**src/rtl/gemm_pkg.sv**
```systemverilog
// Shared definitions for the GEMM sequencer: controller state type and the
// default widths of the size inputs, loop counters and SRAM address buses.
package gemm_pkg;

    localparam int unsigned GemmAddrWidth      = 12;
    localparam int unsigned GemmSramAddrWidthA = 12;
    localparam int unsigned GemmSramAddrWidthB = 12;
    localparam int unsigned GemmSramAddrWidthC = 12;

    typedef enum logic [1:0] {
        IDLE    = 2'd0,
        COMPUTE = 2'd1,
        WRITE   = 2'd2,
        DONE    = 2'd3
    } gemm_ctrl_state_e;

endpackage

```
**src/rtl/gemm_loop_counter.sv**
```systemverilog
// One level of the m/n/k loop nest.
// Ports:
//   clk_i, rst_ni  clock and asynchronous active-low reset
//   clear_i        return the count to zero (wins over enable_i)
//   enable_i       advance the count by one
//   bound_i        last valid count value (loop size minus one)
//   count_o        current count
//   last_o         count_o equals bound_i
module gemm_loop_counter #(
    parameter int unsigned Width = 12
) (
    input  logic             clk_i,
    input  logic             rst_ni,
    input  logic             clear_i,
    input  logic             enable_i,
    input  logic [Width-1:0] bound_i,
    output logic [Width-1:0] count_o,
    output logic             last_o
);

    localparam logic [Width-1:0] One = {{(Width-1){1'b0}}, 1'b1};

    logic [Width-1:0] count_r;

    // Loop index register; clear has priority over enable
    always_ff @(posedge clk_i or negedge rst_ni) begin
        if (!rst_ni) begin
            count_r <= {Width{1'b0}};
        end else if (clear_i) begin
            count_r <= {Width{1'b0}};
        end else if (enable_i) begin
            count_r <= count_r + One;
        end
    end

    assign count_o = count_r;
    assign last_o  = (count_r == bound_i);

endmodule

```
**src/rtl/gemm_controller.sv**
```systemverilog
// Sequencer for the output-stationary GEMM accelerator. Latches M/K/N on an
// accepted start, walks m (outer), n, k (inner) and produces row-major SRAM
// addresses with incremental adders only, plus the MAC and C-write strobes.
// Ports:
//   clk_i, rst_ni              clock, asynchronous active-low reset
//   start_i                    start request, only looked at in IDLE
//   M_size_i/K_size_i/N_size_i matrix sizes, latched at start
//   sram_a_addr_o              A read address  m*K+k   (COMPUTE only)
//   sram_b_addr_o              B read address  k*N+n   (COMPUTE only)
//   sram_c_addr_o              C address       m*N+n   (COMPUTE and WRITE)
//   sram_c_we_o                C write strobe (WRITE)
//   mac_en_o, mac_clear_o      accumulate / load-first-product strobes
//   busy_o                     run in progress, through the DONE cycle
//   done_o                     one-cycle completion pulse
module gemm_controller
    import gemm_pkg::*;
#(
    parameter int unsigned AddrWidth      = GemmAddrWidth,
    parameter int unsigned SRAMAddrWidthA = GemmSramAddrWidthA,
    parameter int unsigned SRAMAddrWidthB = GemmSramAddrWidthB,
    parameter int unsigned SRAMAddrWidthC = GemmSramAddrWidthC
) (
    input  logic                      clk_i,
    input  logic                      rst_ni,
    input  logic                      start_i,
    input  logic [AddrWidth-1:0]      M_size_i,
    input  logic [AddrWidth-1:0]      K_size_i,
    input  logic [AddrWidth-1:0]      N_size_i,
    output logic [SRAMAddrWidthA-1:0] sram_a_addr_o,
    output logic [SRAMAddrWidthB-1:0] sram_b_addr_o,
    output logic [SRAMAddrWidthC-1:0] sram_c_addr_o,
    output logic                      sram_c_we_o,
    output logic                      mac_en_o,
    output logic                      mac_clear_o,
    output logic                      busy_o,
    output logic                      done_o
);

    localparam logic [AddrWidth-1:0]      OneW = {{(AddrWidth-1){1'b0}}, 1'b1};
    localparam logic [SRAMAddrWidthA-1:0] OneA = {{(SRAMAddrWidthA-1){1'b0}}, 1'b1};
    localparam logic [SRAMAddrWidthB-1:0] OneB = {{(SRAMAddrWidthB-1){1'b0}}, 1'b1};
    localparam logic [SRAMAddrWidthC-1:0] OneC = {{(SRAMAddrWidthC-1){1'b0}}, 1'b1};

    gemm_ctrl_state_e state_r, state_next_s;

    logic [AddrWidth-1:0]      m_size_r, k_size_r, n_size_r;
    logic [AddrWidth-1:0]      m_bound_s, k_bound_s, n_bound_s;
    logic [AddrWidth-1:0]      m_count_s, k_count_s, n_count_s;
    logic                      m_last_s, k_last_s, n_last_s;
    logic [SRAMAddrWidthA-1:0] a_addr_r, a_base_r, a_step_s;
    logic [SRAMAddrWidthB-1:0] b_addr_r, b_step_s;
    logic [SRAMAddrWidthC-1:0] c_addr_r;
    logic                      accept_s, in_compute_s, in_write_s, run_last_s;
    logic                      any_zero_s;

    assign accept_s     = (state_r == IDLE) && start_i;
    assign in_compute_s = (state_r == COMPUTE);
    assign in_write_s   = (state_r == WRITE);
    assign any_zero_s   = (M_size_i == {AddrWidth{1'b0}}) || (K_size_i == {AddrWidth{1'b0}})
                          || (N_size_i == {AddrWidth{1'b0}});

    assign m_bound_s = m_size_r - OneW;
    assign k_bound_s = k_size_r - OneW;
    assign n_bound_s = n_size_r - OneW;

    // Row stride of A (moving to the next m) and of B (moving to the next k)
    assign a_step_s = SRAMAddrWidthA'(k_size_r);
    assign b_step_s = SRAMAddrWidthB'(n_size_r);

    // The whole run ends after the WRITE of the final (m,n) element
    assign run_last_s = (m_count_s == m_bound_s) && n_last_s;

    gemm_loop_counter #(.Width(AddrWidth)) u_k_cnt (
        .clk_i    (clk_i),
        .rst_ni   (rst_ni),
        .clear_i  (accept_s || in_write_s),
        .enable_i (in_compute_s && !k_last_s),
        .bound_i  (k_bound_s),
        .count_o  (k_count_s),
        .last_o   (k_last_s)
    );

    gemm_loop_counter #(.Width(AddrWidth)) u_n_cnt (
        .clk_i    (clk_i),
        .rst_ni   (rst_ni),
        .clear_i  (accept_s || (in_write_s && n_last_s)),
        .enable_i (in_write_s && !n_last_s),
        .bound_i  (n_bound_s),
        .count_o  (n_count_s),
        .last_o   (n_last_s)
    );

    gemm_loop_counter #(.Width(AddrWidth)) u_m_cnt (
        .clk_i    (clk_i),
        .rst_ni   (rst_ni),
        .clear_i  (accept_s),
        .enable_i (in_write_s && n_last_s && !m_last_s),
        .bound_i  (m_bound_s),
        .count_o  (m_count_s),
        .last_o   (m_last_s)
    );

    // Controller state register
    always_ff @(posedge clk_i or negedge rst_ni) begin
        if (!rst_ni) begin
            state_r <= IDLE;
        end else begin
            state_r <= state_next_s;
        end
    end

    // Next-state decode
    always_comb begin
        state_next_s = state_r;
        case (state_r)
            IDLE: begin
                if (start_i) begin
                    state_next_s = any_zero_s ? DONE : COMPUTE;
                end else begin
                    state_next_s = IDLE;
                end
            end
            COMPUTE: begin
                if (k_last_s) begin
                    state_next_s = WRITE;
                end else begin
                    state_next_s = COMPUTE;
                end
            end
            WRITE: begin
                if (run_last_s) begin
                    state_next_s = DONE;
                end else begin
                    state_next_s = COMPUTE;
                end
            end
            DONE:    state_next_s = IDLE;
            default: state_next_s = IDLE;
        endcase
    end

    // Size latches and incremental address registers
    always_ff @(posedge clk_i or negedge rst_ni) begin
        if (!rst_ni) begin
            m_size_r <= {AddrWidth{1'b0}};
            k_size_r <= {AddrWidth{1'b0}};
            n_size_r <= {AddrWidth{1'b0}};
            a_addr_r <= {SRAMAddrWidthA{1'b0}};
            a_base_r <= {SRAMAddrWidthA{1'b0}};
            b_addr_r <= {SRAMAddrWidthB{1'b0}};
            c_addr_r <= {SRAMAddrWidthC{1'b0}};
        end else if (accept_s) begin
            m_size_r <= M_size_i;
            k_size_r <= K_size_i;
            n_size_r <= N_size_i;
            a_addr_r <= {SRAMAddrWidthA{1'b0}};
            a_base_r <= {SRAMAddrWidthA{1'b0}};
            b_addr_r <= {SRAMAddrWidthB{1'b0}};
            c_addr_r <= {SRAMAddrWidthC{1'b0}};
        end else if (in_compute_s && !k_last_s) begin
            a_addr_r <= a_addr_r + OneA;
            b_addr_r <= b_addr_r + b_step_s;
        end else if (in_write_s && !run_last_s) begin
            c_addr_r <= c_addr_r + OneC;
            if (n_last_s) begin
                // Next row of C: A restarts one row further down, B at column 0
                a_base_r <= a_base_r + a_step_s;
                a_addr_r <= a_base_r + a_step_s;
                b_addr_r <= {SRAMAddrWidthB{1'b0}};
            end else begin
                // Next column of C: same A row, B column n+1
                a_addr_r <= a_base_r;
                b_addr_r <= SRAMAddrWidthB'(n_count_s) + OneB;
            end
        end
    end

    // Output decode from registered state and address registers
    always_comb begin
        sram_a_addr_o = {SRAMAddrWidthA{1'b0}};
        sram_b_addr_o = {SRAMAddrWidthB{1'b0}};
        sram_c_addr_o = {SRAMAddrWidthC{1'b0}};
        sram_c_we_o   = 1'b0;
        mac_en_o      = 1'b0;
        mac_clear_o   = 1'b0;
        busy_o        = 1'b0;
        done_o        = 1'b0;
        case (state_r)
            IDLE: begin
                busy_o = 1'b0;
            end
            COMPUTE: begin
                busy_o        = 1'b1;
                mac_en_o      = 1'b1;
                mac_clear_o   = (k_count_s == {AddrWidth{1'b0}});
                sram_a_addr_o = a_addr_r;
                sram_b_addr_o = b_addr_r;
                sram_c_addr_o = c_addr_r;
            end
            WRITE: begin
                busy_o        = 1'b1;
                sram_c_we_o   = 1'b1;
                sram_c_addr_o = c_addr_r;
            end
            DONE: begin
                busy_o = 1'b1;
                done_o = 1'b1;
            end
            default: begin
                busy_o = 1'b0;
            end
        endcase
    end

endmodule

```
**config.mk**
```make
export PLATFORM = sky130hd
export DESIGN_NAME = gemm_controller
export DESIGN_NICKNAME = d
export VERILOG_FILES = /design/src/rtl/gemm_pkg.sv /design/src/rtl/gemm_loop_counter.sv /design/src/rtl/gemm_controller.sv
export SDC_FILE = /design/constraint.sdc
export NUM_CORES = 1
export LEC_CHECK = 0
export BUFFER_PORTS_ARGS = -buffer_cell sky130_fd_sc_hd__buf_2
export CORE_ASPECT_RATIO = 0.5
export CORE_MARGIN = 1
export CORE_UTILIZATION = 55
export CTS_CLUSTER_DIAMETER = 40
export DETAILED_ROUTE_END_ITERATION = 16
export PLACE_DENSITY_LB_ADDON = 0.08
export SLEW_MARGIN = 20
export SYNTH_ARGS = -nofsm -noshare
export SYNTH_HDL_FRONTEND = slang
export SYNTH_SLANG_ARGS = --single-unit
```
**constraint.sdc**
```tcl
create_clock -name clk_i -period 3.3 [get_ports clk_i]
set_clock_uncertainty 0.2 [all_clocks]
set_input_delay 0.165 -clock clk_i [delete_from_list [all_inputs] [get_ports clk_i]]
set_output_delay 0.165 -clock clk_i [all_outputs]
set_load 0.01 [all_outputs]
```
Word level (Yosys, flattened, before mapping)
Index checks and enable logic that the tools add are counted.
Storage, ports and cells
  register bits after elaboration: 122
  input port bits: 39
  output and inout port bits: 41
  logic and storage cells: 88
Operators by class
  add/subtract/negate cells: 10
  equality and inequality tests: 7
  multiplexer cells: 32
  reductions and logical operators: 28
Operators by type and width (count)
  $mux 12: 22
  $add 12x1->12 const B: 5
  $logic_not 12->1: 4
  $eq 12x12->1: 3
  $sub 12x1->12 const B: 3
  $add 12x12->12: 2
  $mux 2: 4
  $pmux 2 s4: 1
  $reduce_bool 2->1: 4
  $logic_and 1x1->1: 7
  $eq 2x2->1 const B: 2
  $logic_not 1->1: 4
  $logic_or 1x1->1: 4
  $mux 1: 4
  $reduce_bool 3->1: 1
  $reduce_or 3->1: 1
  $eq 2x1->1 const B: 1
  $logic_not 2->1: 1
  $ne 2x2->1 const B: 1
  $pmux 1 s2: 1
  $reduce_and 2->1: 1
  $reduce_or 2->1: 1

Longest topological paths before layout
  word-level depth: 8
  gate-level depth with buffers: 13

Hierarchy
A second synthesis with hierarchy kept.
Unflattened totals
  cell total of the unflattened synthesis: 999
  area, all modules: 8613.3 µm²
Modules (own cells, without submodules)
  gemm_controller: instances 1, cells each 762, area each 6364.9 µm², seq. area each 2152.1 µm²
  gemm_loop_counter: instances 3, cells each 79, area each 749.5 µm², seq. area each 300.3 µm²

Worst setup path before layout
OpenSTA, ideal clock, no wires.
  kind: register to register
  start: register k_size_r[1] (netlist: a_step_s[1])
  end: register c_addr_r[3]
  library setup time: 0.136 ns
  arrival: 2.855 ns
  required time: 2.964 ns
  setup slack: 0.108 ns
  cell stages (with the launch flop): 13
  buffers on the path: 2
  clock period less this slack: 3.192 ns
  cells stage by stage: dfrtp_1 -> inv_1 -> ha_1 -> nor3b_1 -> nand2_1 -> or4_1 -> a211o_1 -> o21ai_4 -> o211ai_2 -> buf_2 -> buf_4 -> o21ai_0 -> a21oi_1
On the way
  word-level cells in the longest chain between the ends: 6
RTL lines
  start, declared: RTL line gemm_controller.sv:46  | logic [AddrWidth-1:0] m_size_r, k_size_r, n_size_r;
  start signal, assigned: RTL line gemm_controller.sv:146  | k_size_r <= {AddrWidth{1'b0}};
  start signal, assigned: RTL line gemm_controller.sv:154  | k_size_r <= K_size_i;
  $sub 12x1->12: RTL line gemm_controller.sv:63  | assign k_bound_s = k_size_r - OneW;
  $eq 12x12->1: RTL line gemm_loop_counter.sv:37  | assign last_o = (count_r == bound_i);
  $logic_not 1->1: RTL line gemm_controller.sv:160  | end else if (in_compute_s && !k_last_s) begin
  $logic_and 1x1->1: RTL line gemm_controller.sv:160
  $ne 2x2->1 (no line)
  $reduce_and 2->1 (no line)
  end signal, assigned: RTL line gemm_controller.sv:151  | c_addr_r <= {SRAMAddrWidthC{1'b0}};
  end signal, assigned: RTL line gemm_controller.sv:159  | c_addr_r <= {SRAMAddrWidthC{1'b0}};
  end signal, assigned: RTL line gemm_controller.sv:164  | c_addr_r <= c_addr_r + OneC;
  end, declared: RTL line gemm_controller.sv:52  | logic [SRAMAddrWidthC-1:0] c_addr_r;
No other way between the ends.
A chain may end at the register's enable or synchronous reset.

Final worst setup path
  start: register n_size_r[0] (netlist: b_step_s[0])
  end: register u_m_cnt.count_r[0] (netlist: u_m_cnt.count_o[0])
On the way
  word-level cells in the longest chain between the ends: 5
RTL lines
  start, declared: RTL line gemm_controller.sv:46
  start signal, assigned: RTL line gemm_controller.sv:147  | n_size_r <= {AddrWidth{1'b0}};
  start signal, assigned: RTL line gemm_controller.sv:155  | n_size_r <= N_size_i;
  $sub 12x1->12: RTL line gemm_controller.sv:64  | assign n_bound_s = n_size_r - OneW;
  $eq 12x12->1: RTL line gemm_loop_counter.sv:37
  $logic_and 1x1->1 (2 in series): RTL line gemm_controller.sv:97  | .enable_i (in_write_s && n_last_s && !m_last_s),
  $reduce_bool 2->1 (no line)
  end signal, assigned: RTL line gemm_loop_counter.sv:28  | count_r <= {Width{1'b0}};
  end signal, assigned: RTL line gemm_loop_counter.sv:30  | count_r <= {Width{1'b0}};
  end signal, assigned: RTL line gemm_loop_counter.sv:32  | count_r <= count_r + One;
  end, declared: RTL line gemm_loop_counter.sv:23  | logic [Width-1:0] count_r;
No other way between the ends.

==> flow_metrics.env <==
export IMPL_grt_overflow_total=0
export IMPL_antenna_found_initial=1
export IMPL_wl_um=25490
export IMPL_period_share=0.9737
export IMPL_grt_pass1_wl_um=40360
export IMPL_num_fill_cells=1117
export IMPL_area_growth_pct=26.45
export IMPL_start_kind="register"
export IMPL_synth_area_um2=8548
export IMPL_portBuffers=79
export IMPL_clock_fmax_mhz=311.2
export IMPL_cts_clk_slew_worst_paths_ps=60
export IMPL_cp_required_ps=3390
export IMPL_power_frac_comb=0.527
export IMPL_numClockSinks=122
export IMPL_seqPwrFrac=0.260
export IMPL_antennaDiodeCount=0
export IMPL_critPathMaxStageDelay_ps=530
export IMPL_cp_slowest_cell="or4b_4"
export IMPL_tightest_slew_ps=772.1
export IMPL_critical_path_class="register to register"
export IMPL_r2r_setup_slack_ps=90
export IMPL_die_area_um2=16080
export IMPL_final_cells=1396
export IMPL_seq_area_um2=3053
export IMPL_final_cell_mix="149 x nand2_1, 122 x dfrtp_1, 78 x buf_2, 78 x buf_4, 61 x nor2_1"
export IMPL_ioPinCount=80
export IMPL_final_setup_viol_count=0
export IMPL_final_max_slew_viol_count=0
export IMPL_syn_nets=1095
export IMPL_initial_core_util=0.5769
export IMPL_maxCapViolations=0
export IMPL_avgViaCountPerCell=6.069
export IMPL_cp_cell_sequence="or3_4 -> or4b_4 -> nand3_2 -> nand2_1 -> or4_4 -> buf_8 -> or3b_2 -> xor2_1 -> nor2_1"
export IMPL_crit_path_max_fanout=9
export IMPL_root_buffer="clkbuf_16"
export IMPL_core_um2=14820
export IMPL_grt_pass1_vias=7961
export IMPL_multi_input_area_um2=5328
export IMPL_clk_path_buf_depth=2
export IMPL_crit_path_start="b_step_s[0]$_DFFE_PN0P_"
export IMPL_grt_max_degree=56
export IMPL_swShare=0.4296
export IMPL_htree_levels=4
export IMPL_nets=1262
export IMPL_numCtsBuffers=17
export IMPL_drtIter0Drc=623
export IMPL_syn_avg_cell_area_um2=8.397
export IMPL_synthFlopType="dfrtp_1"
export IMPL_drive_gt1_frac=0.2037
export IMPL_die_w_um=178.3
export IMPL_crit_path_end_kind="register"
export IMPL_drc=0
export IMPL_syn_inst=1018
export IMPL_yosysSeqAreaShare=0.3571
export IMPL_cp_arrival_ps=3310
export IMPL_place_gp_congestion=0.8982
export IMPL_reg2regPathDepth=9
export IMPL_relSlewSlack=0.4853
export IMPL_power_internal_mw=5.009
export IMPL_ys_ff_latch=122
export IMPL_p_leak_nw=5.070
export IMPL_synth_cell_types=74
export IMPL_die_h_um=90.16
export IMPL_hold_ws_ps=151.2
export IMPL_synthArstFlopShare=1.000
export IMPL_drt_wirelength_per_cell_um=18.26
export IMPL_hp_class="input pin to async pin"
export IMPL_synth_edf_count=0
export IMPL_outcome="complete, no violations"
export IMPL_drt_pass1_iter_count=5
export IMPL_clock_latency_ps=430
export IMPL_power_density_nw_per_um2=812.4
export IMPL_cts_tree="yes"
export IMPL_antenna_left=0
export IMPL_final_common_cell="nand2_1"
export IMPL_peakVddDrop_uv=536.1
export IMPL_final_hold_violation_count=0
export IMPL_switchingPower_mw=3.772
export IMPL_rows=31
export IMPL_period_minus_slack_ps=3213
export IMPL_dp_cells=1313
export IMPL_r2r_end="u_m_cnt.count_o[0]$_DFFE_PN0P_"
export IMPL_yosys_warnings=0
export IMPL_hpwlAfterDp_um=17350
export IMPL_p_clk_frac=0.213
export IMPL_grtUsageTotal=0.3196
export IMPL_r2r_start="b_step_s[0]$_DFFE_PN0P_"
export IMPL_vias=8473
flip-flops by register name (all words and copies together), names as in the netlist:
| signal | count |
|---|---|
| c_addr_r | 12 |
| u_m_cnt.count_o | 12 |
| b_addr_r | 12 |
| b_step_s | 12 |
| state_r | 2 |
| u_n_cnt.count_o | 12 |
| a_base_r | 12 |
| m_size_r | 12 |
| u_k_cnt.count_o | 12 |
| a_step_s | 12 |
| a_addr_r | 12 |
synthesized netlist by cell type (all sizes together) (30+ instances only):
| cell | count | area, um2 |
|---|---|---|
| xnor2 | 30 | 262.8 |
| nor3 | 36 | 180.2 |
| a21oi | 50 | 250.2 |
| nor2 | 64 | 242.7 |
| ha | 36 | 450.4 |
| clkbuf | 42 | 157.7 |
| o21ai | 59 | 310.3 |
| nand3 | 30 | 150.1 |
| xor2 | 52 | 455.4 |
| and2 | 39 | 244.0 |
| nand2 | 150 | 563.0 |
| dfrtp | 122 | 3053 |
worst max-delay path, delay by kind of cell, from the launching register on:
| family | cells | cell delay (ps) |
|---|---|---|
| buffers and inverters | 1 | 160 |
| DFF | 1 | 410 |
| and+or+nand+nor | 7 | 2130 |
| xor gates and xnor gates | 1 | 180 |
layout make-up:
class | instances | share of cell area
multi-input combinational | 818 | 0.4929
inverter | 23 | 0.007987
clock buffer | 20 | 0.04225
clock inverter | 12 | 0.01146
sequential | 122 | 0.2824
timing repair buffer | 203 | 0.1401
tap | 198 | 0.02292
power groups by stage:
stage          logic (mW)  clock network (mW)  registers (mW)
2_1_floorplan        2.79                   0            2.19
3_3_place_gp         4.11                   0            2.25
3_5_place_dp         4.22                   0            2.27
4_1_cts              4.30                1.88            2.25
5_1_grt              5.08                1.95            2.32
6_report             4.63                1.87            2.28
kinds of logic after synthesis:
| group | count (synthesis) | synth area share |
|---|---|---|
| muxes | 15 | 0.01844 |
| DFF | 122 | 0.3571 |
| AOI/OAI and AO/OA | 213 | 0.1644 |
| buffers and inverters | 78 | 0.03718 |
| and+or+nand+nor | 470 | 0.2815 |
| adders and majority gates | 38 | 0.05738 |
| xor gates and xnor gates | 82 | 0.08402 |
stage by stage:
| stage | power (mW) | util | setup WS (ps) | area, um2 | TNS (ps) |
|---|---|---|---|---|---|
| 6_report | 8.781 | 0.7295 | 86.80 | 10810 | 0 |
| 5_1_grt | 9.351 | 0.7295 | -60.00 | 10810 | -288.5 |
| 3_5_place_dp | 6.483 | 0.6446 | -20.75 | 9550 | -22.29 |
| 3_3_place_gp | 6.359 | 0.6446 | 59.35 | 9550 | 0 |
| 2_1_floorplan | 4.988 | - | 108.4 | 8548 | 0 |
| 4_1_cts | 8.429 | 0.7115 | 2.295 | 10540 | 0 |
repair_timing:
action | 4_1_cts | 5_1_grt
hold buffers | 38 | 0
endpoints found under the hold margin | 91 | 0
cloned | 0 | 1
gates resized for setup | 2 | 37
pin swaps | 3 | 13
endpoints found under the setup margin | 6 | 56
setup buffers | 3 | 9
metal layers:
| layer | track usage | vias to the layer above | wire length, um |
|---|---|---|---|
| met2 | 0.4994 | 301 | 11820 |
| met1 | 0.4396 | 4122 | 11510 |
| li1 | - | 3994 | - |
| met4 | 0.1194 | 0 | 668 |
| met5 | 0 | - | 0 |
| met3 | 0.06007 | 56 | 1492 |
worst max path at each step:
stage	end	slack (ps)	cells past startpoint
4_1_cts	a_addr_r[8]$_DFFE_PN0P_	2	13
3_3_place_gp	u_n_cnt.count_o[8]$_DFFE_PN0P_	60	11
2_1_floorplan	c_addr_r[3]$_DFFE_PN0P_	110	12
5_1_grt	u_n_cnt.count_o[2]$_DFFE_PN0P_	-60	12
3_5_place_dp	b_addr_r[1]$_DFFE_PN0P_	-20	11
6_report	u_m_cnt.count_o[0]$_DFFE_PN0P_	90	9
(Power assumes the default switching activity.)
